===== src/rtl/axi_revision_reader.sv =====
// axi_revision_reader
// AXI4-Lite read-only master that walks the build-revision slave's register map
// (indices 0..7 and 16..20) on a start pulse and latches every word into
// parallel output registers. Only AR/R are driven; write channels are idle.
//
// Handshake semantics: a channel transfers on a rising clock edge where both
// VALID and READY are high. ARVALID, once raised, is held with ARADDR stable
// until ARREADY is seen; RREADY is raised only after the AR handshake, so there
// is never more than one read outstanding.
module axi_revision_reader #(
  parameter int unsigned BASE_ADDR = 0,
  parameter int unsigned AW        = 7
) (
  input  logic          AXI_ACLK,
  input  logic          AXI_ARESETN,
  input  logic          start,
  output logic          busy,
  output logic          done,
  output logic          info_valid,
  output logic          resp_err,
  output logic [31:0]   ver_major,
  output logic [31:0]   ver_minor,
  output logic [31:0]   ver_build,
  output logic [31:0]   ver_rcand,
  output logic [31:0]   build_date,
  output logic [31:0]   build_time,
  output logic [31:0]   rtl_type,
  output logic [31:0]   rtl_subtype,
  output logic [159:0]  git_hash,
  output logic [AW-1:0] M_AXI_ARADDR,
  output logic          M_AXI_ARVALID,
  output logic [2:0]    M_AXI_ARPROT,
  input  logic          M_AXI_ARREADY,
  input  logic [31:0]   M_AXI_RDATA,
  input  logic [1:0]    M_AXI_RRESP,
  input  logic          M_AXI_RVALID,
  output logic          M_AXI_RREADY,
  output logic [AW-1:0] M_AXI_AWADDR,
  output logic          M_AXI_AWVALID,
  output logic [2:0]    M_AXI_AWPROT,
  output logic [31:0]   M_AXI_WDATA,
  output logic [3:0]    M_AXI_WSTRB,
  output logic          M_AXI_WVALID,
  output logic          M_AXI_BREADY,
  output logic [1:0]    dbg_state
);

  localparam logic [1:0] S_IDLE = 2'd0;
  localparam logic [1:0] S_ADDR = 2'd1;
  localparam logic [1:0] S_DATA = 2'd2;
  localparam logic [1:0] S_DONE = 2'd3;

  // Position 12 is the last entry of the 13-read sequence.
  localparam logic [3:0] LAST_IDX = 4'd12;

  logic [1:0]  state;
  logic [3:0]  seq_idx;
  logic [31:0] snap [13];

  // Sequence position -> slave byte address. Positions 0..7 map to register
  // indices 0..7, positions 8..12 map to the git-hash block at 16..20.
  function automatic logic [AW-1:0] seq_addr(input logic [3:0] pos);
    logic [31:0] reg_index;
    logic [31:0] byte_addr;
    reg_index = (pos < 4'd8) ? {28'd0, pos} : ({28'd0, pos} + 32'd8);
    byte_addr = BASE_ADDR + (reg_index << 2);
    return byte_addr[AW-1:0];
  endfunction

  // Sequencer: issues one AR, waits for its R beat, captures it, repeats.
  always_ff @(posedge AXI_ACLK or negedge AXI_ARESETN) begin
    if (!AXI_ARESETN) begin
      state         <= S_IDLE;
      seq_idx       <= 4'd0;
      M_AXI_ARADDR  <= '0;
      M_AXI_ARVALID <= 1'b0;
      M_AXI_RREADY  <= 1'b0;
      busy          <= 1'b0;
      done          <= 1'b0;
      info_valid    <= 1'b0;
      resp_err      <= 1'b0;
      for (int i = 0; i < 13; i++) snap[i] <= '0;
    end else begin
      case (state)
        S_IDLE: begin
          if (start) begin
            info_valid    <= 1'b0;
            resp_err      <= 1'b0;
            busy          <= 1'b1;
            seq_idx       <= 4'd0;
            M_AXI_ARADDR  <= seq_addr(4'd0);
            M_AXI_ARVALID <= 1'b1;
            state         <= S_ADDR;
          end
        end
        S_ADDR: begin
          if (M_AXI_ARREADY) begin
            M_AXI_ARVALID <= 1'b0;
            M_AXI_RREADY  <= 1'b1;
            state         <= S_DATA;
          end
        end
        S_DATA: begin
          if (M_AXI_RVALID) begin
            // Data is kept as returned, even on an error response.
            snap[seq_idx] <= M_AXI_RDATA;
            if (M_AXI_RRESP != 2'b00) resp_err <= 1'b1;
            M_AXI_RREADY <= 1'b0;
            if (seq_idx == LAST_IDX) begin
              done       <= 1'b1;
              info_valid <= 1'b1;
              busy       <= 1'b0;
              state      <= S_DONE;
            end else begin
              seq_idx       <= seq_idx + 4'd1;
              M_AXI_ARADDR  <= seq_addr(seq_idx + 4'd1);
              M_AXI_ARVALID <= 1'b1;
              state         <= S_ADDR;
            end
          end
        end
        default: begin
          // S_DONE: one-cycle completion pulse; a start seen here is dropped.
          done  <= 1'b0;
          state <= S_IDLE;
        end
      endcase
    end
  end

  assign ver_major   = snap[0];
  assign ver_minor   = snap[1];
  assign ver_build   = snap[2];
  assign ver_rcand   = snap[3];
  assign build_date  = snap[4];
  assign rtl_type    = snap[5];
  assign rtl_subtype = snap[6];
  assign build_time  = snap[7];
  assign git_hash    = {snap[8], snap[9], snap[10], snap[11], snap[12]};

  assign M_AXI_ARPROT  = 3'b000;
  assign M_AXI_AWADDR  = '0;
  assign M_AXI_AWVALID = 1'b0;
  assign M_AXI_AWPROT  = 3'b000;
  assign M_AXI_WDATA   = 32'd0;
  assign M_AXI_WSTRB   = 4'd0;
  assign M_AXI_WVALID  = 1'b0;
  assign M_AXI_BREADY  = 1'b1;

  assign dbg_state = state;

endmodule


===== config.mk =====
export PLATFORM = sky130hd
export DESIGN_NAME = axi_revision_reader
export DESIGN_NICKNAME = d
export VERILOG_FILES = /design/src/rtl/axi_revision_reader.sv
export SDC_FILE = /design/constraint.sdc
export NUM_CORES = 1
export LEC_CHECK = 0
export ABC_AREA = 1
export CELL_PAD_IN_SITES_DETAIL_PLACEMENT = 1
export CELL_PAD_IN_SITES_GLOBAL_PLACEMENT = 2
export CORE_ASPECT_RATIO = 0.8
export CORE_MARGIN = 1.5
export CORE_UTILIZATION = 31
export CTS_BUF_LIST = sky130_fd_sc_hd__clkbuf_16
export DETAILED_ROUTE_END_ITERATION = 6
export PLACE_DENSITY_LB_ADDON = 0.1
export SETUP_SLACK_MARGIN = 0.2
export SYNTH_ARGS = -nofsm -noshare
export SYNTH_HDL_FRONTEND = slang
export SYNTH_SLANG_ARGS = --single-unit

===== constraint.sdc =====
create_clock -name AXI_ACLK -period 4.4 [get_ports AXI_ACLK]
set_clock_uncertainty 0.1 [all_clocks]
set_input_delay 0.88 -clock AXI_ACLK [delete_from_list [all_inputs] [get_ports AXI_ACLK]]
set_output_delay 0.88 -clock AXI_ACLK [all_outputs]
set_load 0.01 [all_outputs]

==> flow_summary.json, run 1 <==
{
  "grt_use_met3_pct": 6.89,
  "ys_ff_latch": 428,
  "antenna_found_initial": 0,
  "grt_use_met1_pct": 29.0,
  "grt_busiest_layer": "met2",
  "comb_power_share_pct": 19.5,
  "p_int_w": 0.00739,
  "synth_cells": 1555,
  "nets": 2015,
  "hold_viol": 0,
  "p_sw_w": 0.00300,
  "routed_via_density": 4.60,
  "netlist.area_leader.share_pct": 65.1,
  "total_power_w": 0.0104,
  "rsz0062_at_grt": "false",
  "routabilityCongestion": 0.757,
  "r2r_slack_ns": 1.89,
  "slowest_stage": "dfrtp_1",
  "slew_viol_final": 0,
  "cts_tree": "done",
  "crit_required_ns": 3.42,
  "maxCapViolCount": 0,
  "port_buffers": 466,
  "post_cts_buffers": 0,
  "cpPeakStageDelay_ns": 0.65,
  "yosysSeqAreaShare_pct": 65.1,
  "p_leak_nw": 10.1,
  "relSlewSlack_pct": 38.1,
  "synth-warning-count": 0,
  "ctsHtreeMaxLevel": 2,
  "firstDrtPassIters": 4,
  "critical_path_buf_inv_count": 1,
  "start_util_pct": 31.4,
  "status": "finished clean",
  "grt_max_degree": 76,
  "grt_pass1_wl_um": 88900,
  "hp-class": "in -> async",
  "pwr-share-seq_pct": 43.9,
  "cts_resized": 0,
  "overflow": 0,
  "area_growth_pct": 37.7,
  "pwr-share-clk_pct": 36.6,
  "cts_buffers": 47,
  "max_freq_ghz": 0.353,
  "r2r_cells": 6,
  "criticalPathCategory": "reg -> out",
  "setup-violations-final": 0,
  "synth_area_leaders": "dfrtp_1, o21ai_1, nand2_1",
  "dpl.cell_count": 2616,
  "fp.dieW_um": 261,
  "fillCellCount": 5726,
  "drc_errors": 0,
  "arrival_ns": 1.86,
  "setup-tns-final_ns": 0,
  "antenna_left": 0,
  "wl_per_cell_um": 22.2,
  "core_mm2": 0.0525,
  "worstPathCellList": "clkdlybuf4s50_1",
  "tightest_slew_ns": 0.929,
  "switching_share_pct": 28.8,
  "clock_latency_ns": 0.57,
  "endpoint_kind": "output port",
  "drive_gt1_share_pct": 7.17,
  "path_delay_family": "flip-flops",
  "path_clk_slew_ns": 0.06,
  "netlist_area_mm2": 0.0165,
  "use_met2_pct": 35.6,
  "die_y_um": 209,
  "die-area_mm2": 0.0545,
  "yosysTopAreaCell": "dfrtp_1",
  "antennaDiodeCount": 0,
  "drtIter0Drc": 744,
  "critPathMaxFanout": 9,
  "period_needed_ns": 2.84,
  "grt_pass1_vias": 12700,
  "worst_setup_path_start_kind": "flip-flop",
  "vias": 12400,
  "layout_common_cells": "clkdlybuf4s50_1, nand2_1, dfrtp_1",
  "cts_sinks": 428,
  "crit-reg2reg-launch": "dbg_state[0]$_DFFE_PN0P_",
  "fin_hold_ws_ns": 0.157,
  "num_io_pins": 522,
  "routed_wl_um": 60100,
  "hpwl_um": 41000,
  "power_density_mw_per_mm2": 458,
  "postSynthAreaPerCell_um2": 10.6,
  "cts-root-buf": "clkbuf_16",
  "instances_no_fill": 2702,
  "utilization_pct": 43.2,
  "row_count": 75,
  "grt.total_usage_pct": 22.1,
  "r2r-end": "ver_build[7]$_DFFE_PN0P_",
  "vdd_drop_max_mv": 0.242,
  "min_period_over_period_pct": 64.5,
  "yosys.cell_types.count": 27,
  "ctsHoldBuffers": 0,
  "layout_commonest_cell": "clkdlybuf4s50_1",
  "cts_buffer_depth": 3
}
synthesized netlist by cell type, drive strengths merged:
library cell and instances:
a21oi 5, or2 1, nand3 20, nor2 11, clkbuf 39, ha 4
inv 44, dfrtp 428, nand3b 1, o21ai 419, buf 131, conb 2
nand2 449, nand4 1
flip-flops by register name, indices dropped and copies added (netlist names), 2 cells and up:
register,flops
ver_rcand,32
ver_minor,32
rtl_type,32
rtl_subtype,32
dbg_state,2
build_time,32
ver_build,32
ver_major,32
build_date,32
git_hash,160
seq_idx,3
worst reg2reg max path, stage by stage, from the launching register on:
cell and delay (ns):
dfrtp_1 0.47, inv_2 0.14, nand2_4 0.11, nor2_8 0.36
nand3_4 0.65, buf_4 0.49, o21ai_1 0.12
power groups by stage:
stage	registers, W	logic, W	clock network (W)
6_report	0.00456	0.00202	0.00381
5_1_grt	0.00461	0.00221	0.00408
4_1_cts	0.00456	0.00207	0.00393
3_5_place_dp	0.00462	0.00207	0
3_3_place_gp	0.00461	0.00205	0
2_1_floorplan	0.00477	0.000661	0
metal layers:
metal	vias up	routed length [um]	share of wire, %
met3	73	4730	7.9
met2	319	28000	47
li1	5807	-	-
met1	6231	26100	43
met4	0	1230	2.0
met5	-	0	0
worst max path at each step:
stage,startpoint,end,slack [ns],cells past startpoint
2_1_floorplan,M_AXI_RVALID,build_date[13]$_DFFE_PN0P_,2.44,7
3_3_place_gp,M_AXI_RVALID,ver_build[7]$_DFFE_PN0P_,1.04,6
3_5_place_dp,M_AXI_RVALID,ver_build[12]$_DFFE_PN0P_,0.93,6
4_1_cts,seq_idx[2]$_DFFE_PN0P_,M_AXI_ARADDR[4],1.51,1
5_1_grt,M_AXI_RVALID,ver_build[12]$_DFFE_PN0P_,1.42,6
6_report,seq_idx[2]$_DFFE_PN0P_,M_AXI_ARADDR[4],1.56,1
cell type report:
type                       instances  area (um2)  share of cell area [%]
tap                              693         867                    3.83
sequential                       428       10700                    47.3
clock inverter                    37         229                    1.01
inverter                          44         165                   0.729
timing repair buffer             485        4870                    21.5
multi-input combinational        966        4590                    20.3
clock buffer                      49        1230                    5.41
stage by stage:
step	area, um2	setup WS, ns
after floorplan	16700	2.44
after global placement	21200	1.04
after detailed placement	21200	0.932
after CTS	22700	1.51
after global routing	22700	1.42
final	22700	1.56
kinds of logic (layout without fill, tap and decap cells):
kind of cell    after synthesis  after routing  share of synthesized area (%)
simple gates                483            483                           12.5
flops                       428            428                           65.1
compound gates              424            424                           13.8
buf+inv                     214            615                           8.29
fa+ha+maj                     4              4                          0.304
other cells                   2             55                         0.0456
Power figures use the tool's default switching activity.
==> run 2, diff against run 1 <==
CORE_UTILIZATION = 26   (was 31)
clock period = 2.4 ns   (was 4.4 ns; I/O delays follow)
==> flow_summary.json, run 2 (synthesized netlist as in run 1, its figures left out) <==
{
  "setup-violations-final": 0,
  "firstDrtPassIters": 4,
  "worst_setup_path_start_kind": "flip-flop",
  "crit_required_ns": 1.82,
  "final_cell_area_mm2": 0.0236,
  "grt_pass1_vias": 13300,
  "path_delay_family": "buffers and inverters",
  "slowest_stage": "clkdlybuf4s50_1",
  "max_freq_ghz": 0.463,
  "grt_max_degree": 67,
  "instances_no_fill": 2919,
  "cts_buffer_depth": 3,
  "arrival_ns": 1.58,
  "vias": 12600,
  "p_leak_nw": 10.8,
  "power_density_mw_per_mm2": 811,
  "layout_common_cells": "nand2_1, clkdlybuf4s50_1, dfrtp_1",
  "pre_cts_ws_ns": 0.106,
  "grt_pass1_wl_um": 94300,
  "endpoint_kind": "output port",
  "routed_wl_um": 62800,
  "antenna_found_initial": 0,
  "cts-root-buf": "clkbuf_16",
  "row_count": 82,
  "clock_latency_ns": 0.55,
  "maxCapViolCount": 0,
  "fp.dieW_um": 284,
  "hpwl_um": 44700,
  "layout_commonest_cell": "nand2_1",
  "tightest_slew_ns": 0.673,
  "die_y_um": 228,
  "hold_viol": 0,
  "largest_reg_flops": 160,
  "nets": 2085,
  "criticalPathCategory": "reg -> out",
  "wl_per_cell_um": 21.5,
  "grt.total_usage_pct": 19.4,
  "drc_errors": 0,
  "multiInputGateArea_mm2": 0.00460,
  "setup-tns-final_ns": 0,
  "slew_viol_final": 0,
  "cts_tree": "done",
  "ctsHtreeMaxLevel": 2,
  "start_util_pct": 26.3,
  "dpl.cell_count": 2827,
  "period_needed_ns": 2.16,
  "num_io_pins": 522,
  "routabilityCongestion": 0.761,
  "cpPeakStageDelay_ns": 0.66,
  "critPathMaxFanout": 2,
  "drtIter0Drc": 679,
  "port_buffers": 466,
  "area_growth_pct": 43.2,
  "relSlewSlack_pct": 55.1,
  "cts_sinks": 428,
  "placed_area_mm2": 0.0221,
  "antennaDiodeCount": 0,
  "overflow": 0,
  "status": "finished clean",
  "critical_path_buf_inv_count": 1,
  "die-area_mm2": 0.0648,
  "min_period_over_period_pct": 90.0,
  "hp-class": "in -> async",
  "core_mm2": 0.0626,
  "vdd_drop_max_mv": 0.445,
  "regArea_mm2": 0.0107,
  "cts_buffers": 49,
  "timing.final.ws_setup_ns": 0.240,
  "routed_via_density": 4.32,
  "path_clk_slew_ns": 0.06,
  "antenna_left": 0,
  "fillCellCount": 6970,
  "drive_gt1_share_pct": 10.6,
  "worstPathCellList": "clkdlybuf4s50_1",
  "rsz0062_at_grt": "false"
}
[run 2: cell types whose count changed in the layout (fill, tap and decap cells not counted), moves of 4 or more]
cell             change
dlygate4sd2_1       +13
buf_12              +15
clkinv_1             -4
clkinv_2             +8
buf_4               +52
dlymetal6s2s_1      +14
clkdlybuf4s50_1     -27
[run 2: final timing paths]
| kind | startpoint | to | slack, ns | cells past startpoint |
|---|---|---|---|---|
| setup / recovery | ver_major[13]$_DFFE_PN0P_ | ver_major[13] | 0.24 | 1 |
| hold / removal | AXI_ARESETN | ver_build[6]$_DFFE_PN0P_ | 0.32 | 2 |
| setup reg to reg | dbg_state[0]$_DFFE_PN0P_ | ver_build[8]$_DFFE_PN0P_ | 0.53 | 9 |
| hold reg to reg | done$_DFFE_PN0P_ | done$_DFFE_PN0P_ | 0.37 | 2 |
| max in group asynchronous | AXI_ARESETN | git_hash[155]$_DFFE_PN0P_ | 0.95 | 3 |
| min in group AXI_ACLK | done$_DFFE_PN0P_ | done$_DFFE_PN0P_ | 0.37 | 2 |
[run 2: per-stage QoR]
| stage | power [W] | utilization [%] | hold WS, ns |
|---|---|---|---|
| 5_1_grt | 0.0201 | 37.7 | 0.350 |
| 4_1_cts | 0.0195 | 37.6 | 0.344 |
| 3_5_place_dp | 0.0124 | 35.3 | 0.367 |
| 2_1_floorplan | 0.00996 | - | 0.0844 |
| 6_report | 0.0191 | 37.7 | 0.321 |
| 3_3_place_gp | 0.0123 | 35.3 | 0.363 |
[run 2: where the power goes]
part | internal (W) | leakage [nW] | total (W) | switching (W)
Combinational | 0.00176 | 4.15 | 0.00389 | 0.00212
Clock | 0.00385 | 0.768 | 0.00689 | 0.00303
Sequential | 0.00792 | 5.89 | 0.00834 | 0.000417
Total | 0.0135 | 10.8 | 0.0191 | 0.00557
[run 2: final cells by class]
type	count	share of cell area [%]
sequential	428	45.4
timing repair buffer	553	23.7
clock buffer	50	5.31
tap	840	4.46
clock inverter	38	0.844
multi-input combinational	966	19.5
inverter	44	0.701
[run 2: timing repair]
item | CTS | global route
hold buffers | 1 | 0
endpoints found under the hold margin | 42 | 0
gates cloned | 0 | 0
endpoints found under the setup margin | 16 | 15
setup buffers | 2 | 1
gates resized for setup | 16 | 14
[run 2: per-layer routing]
metal  global-route usage (%)  routed length (um)  part of all wire [%]  up-vias
met2                     31.3               29300                    47      280
li1                         -                   -                     -     5972
met5                        0                   0                     0        -
met3                     6.20                4660                   7.4       64
met1                     25.7               27900                    44     6305
met4                     3.89                 964                   1.5        0
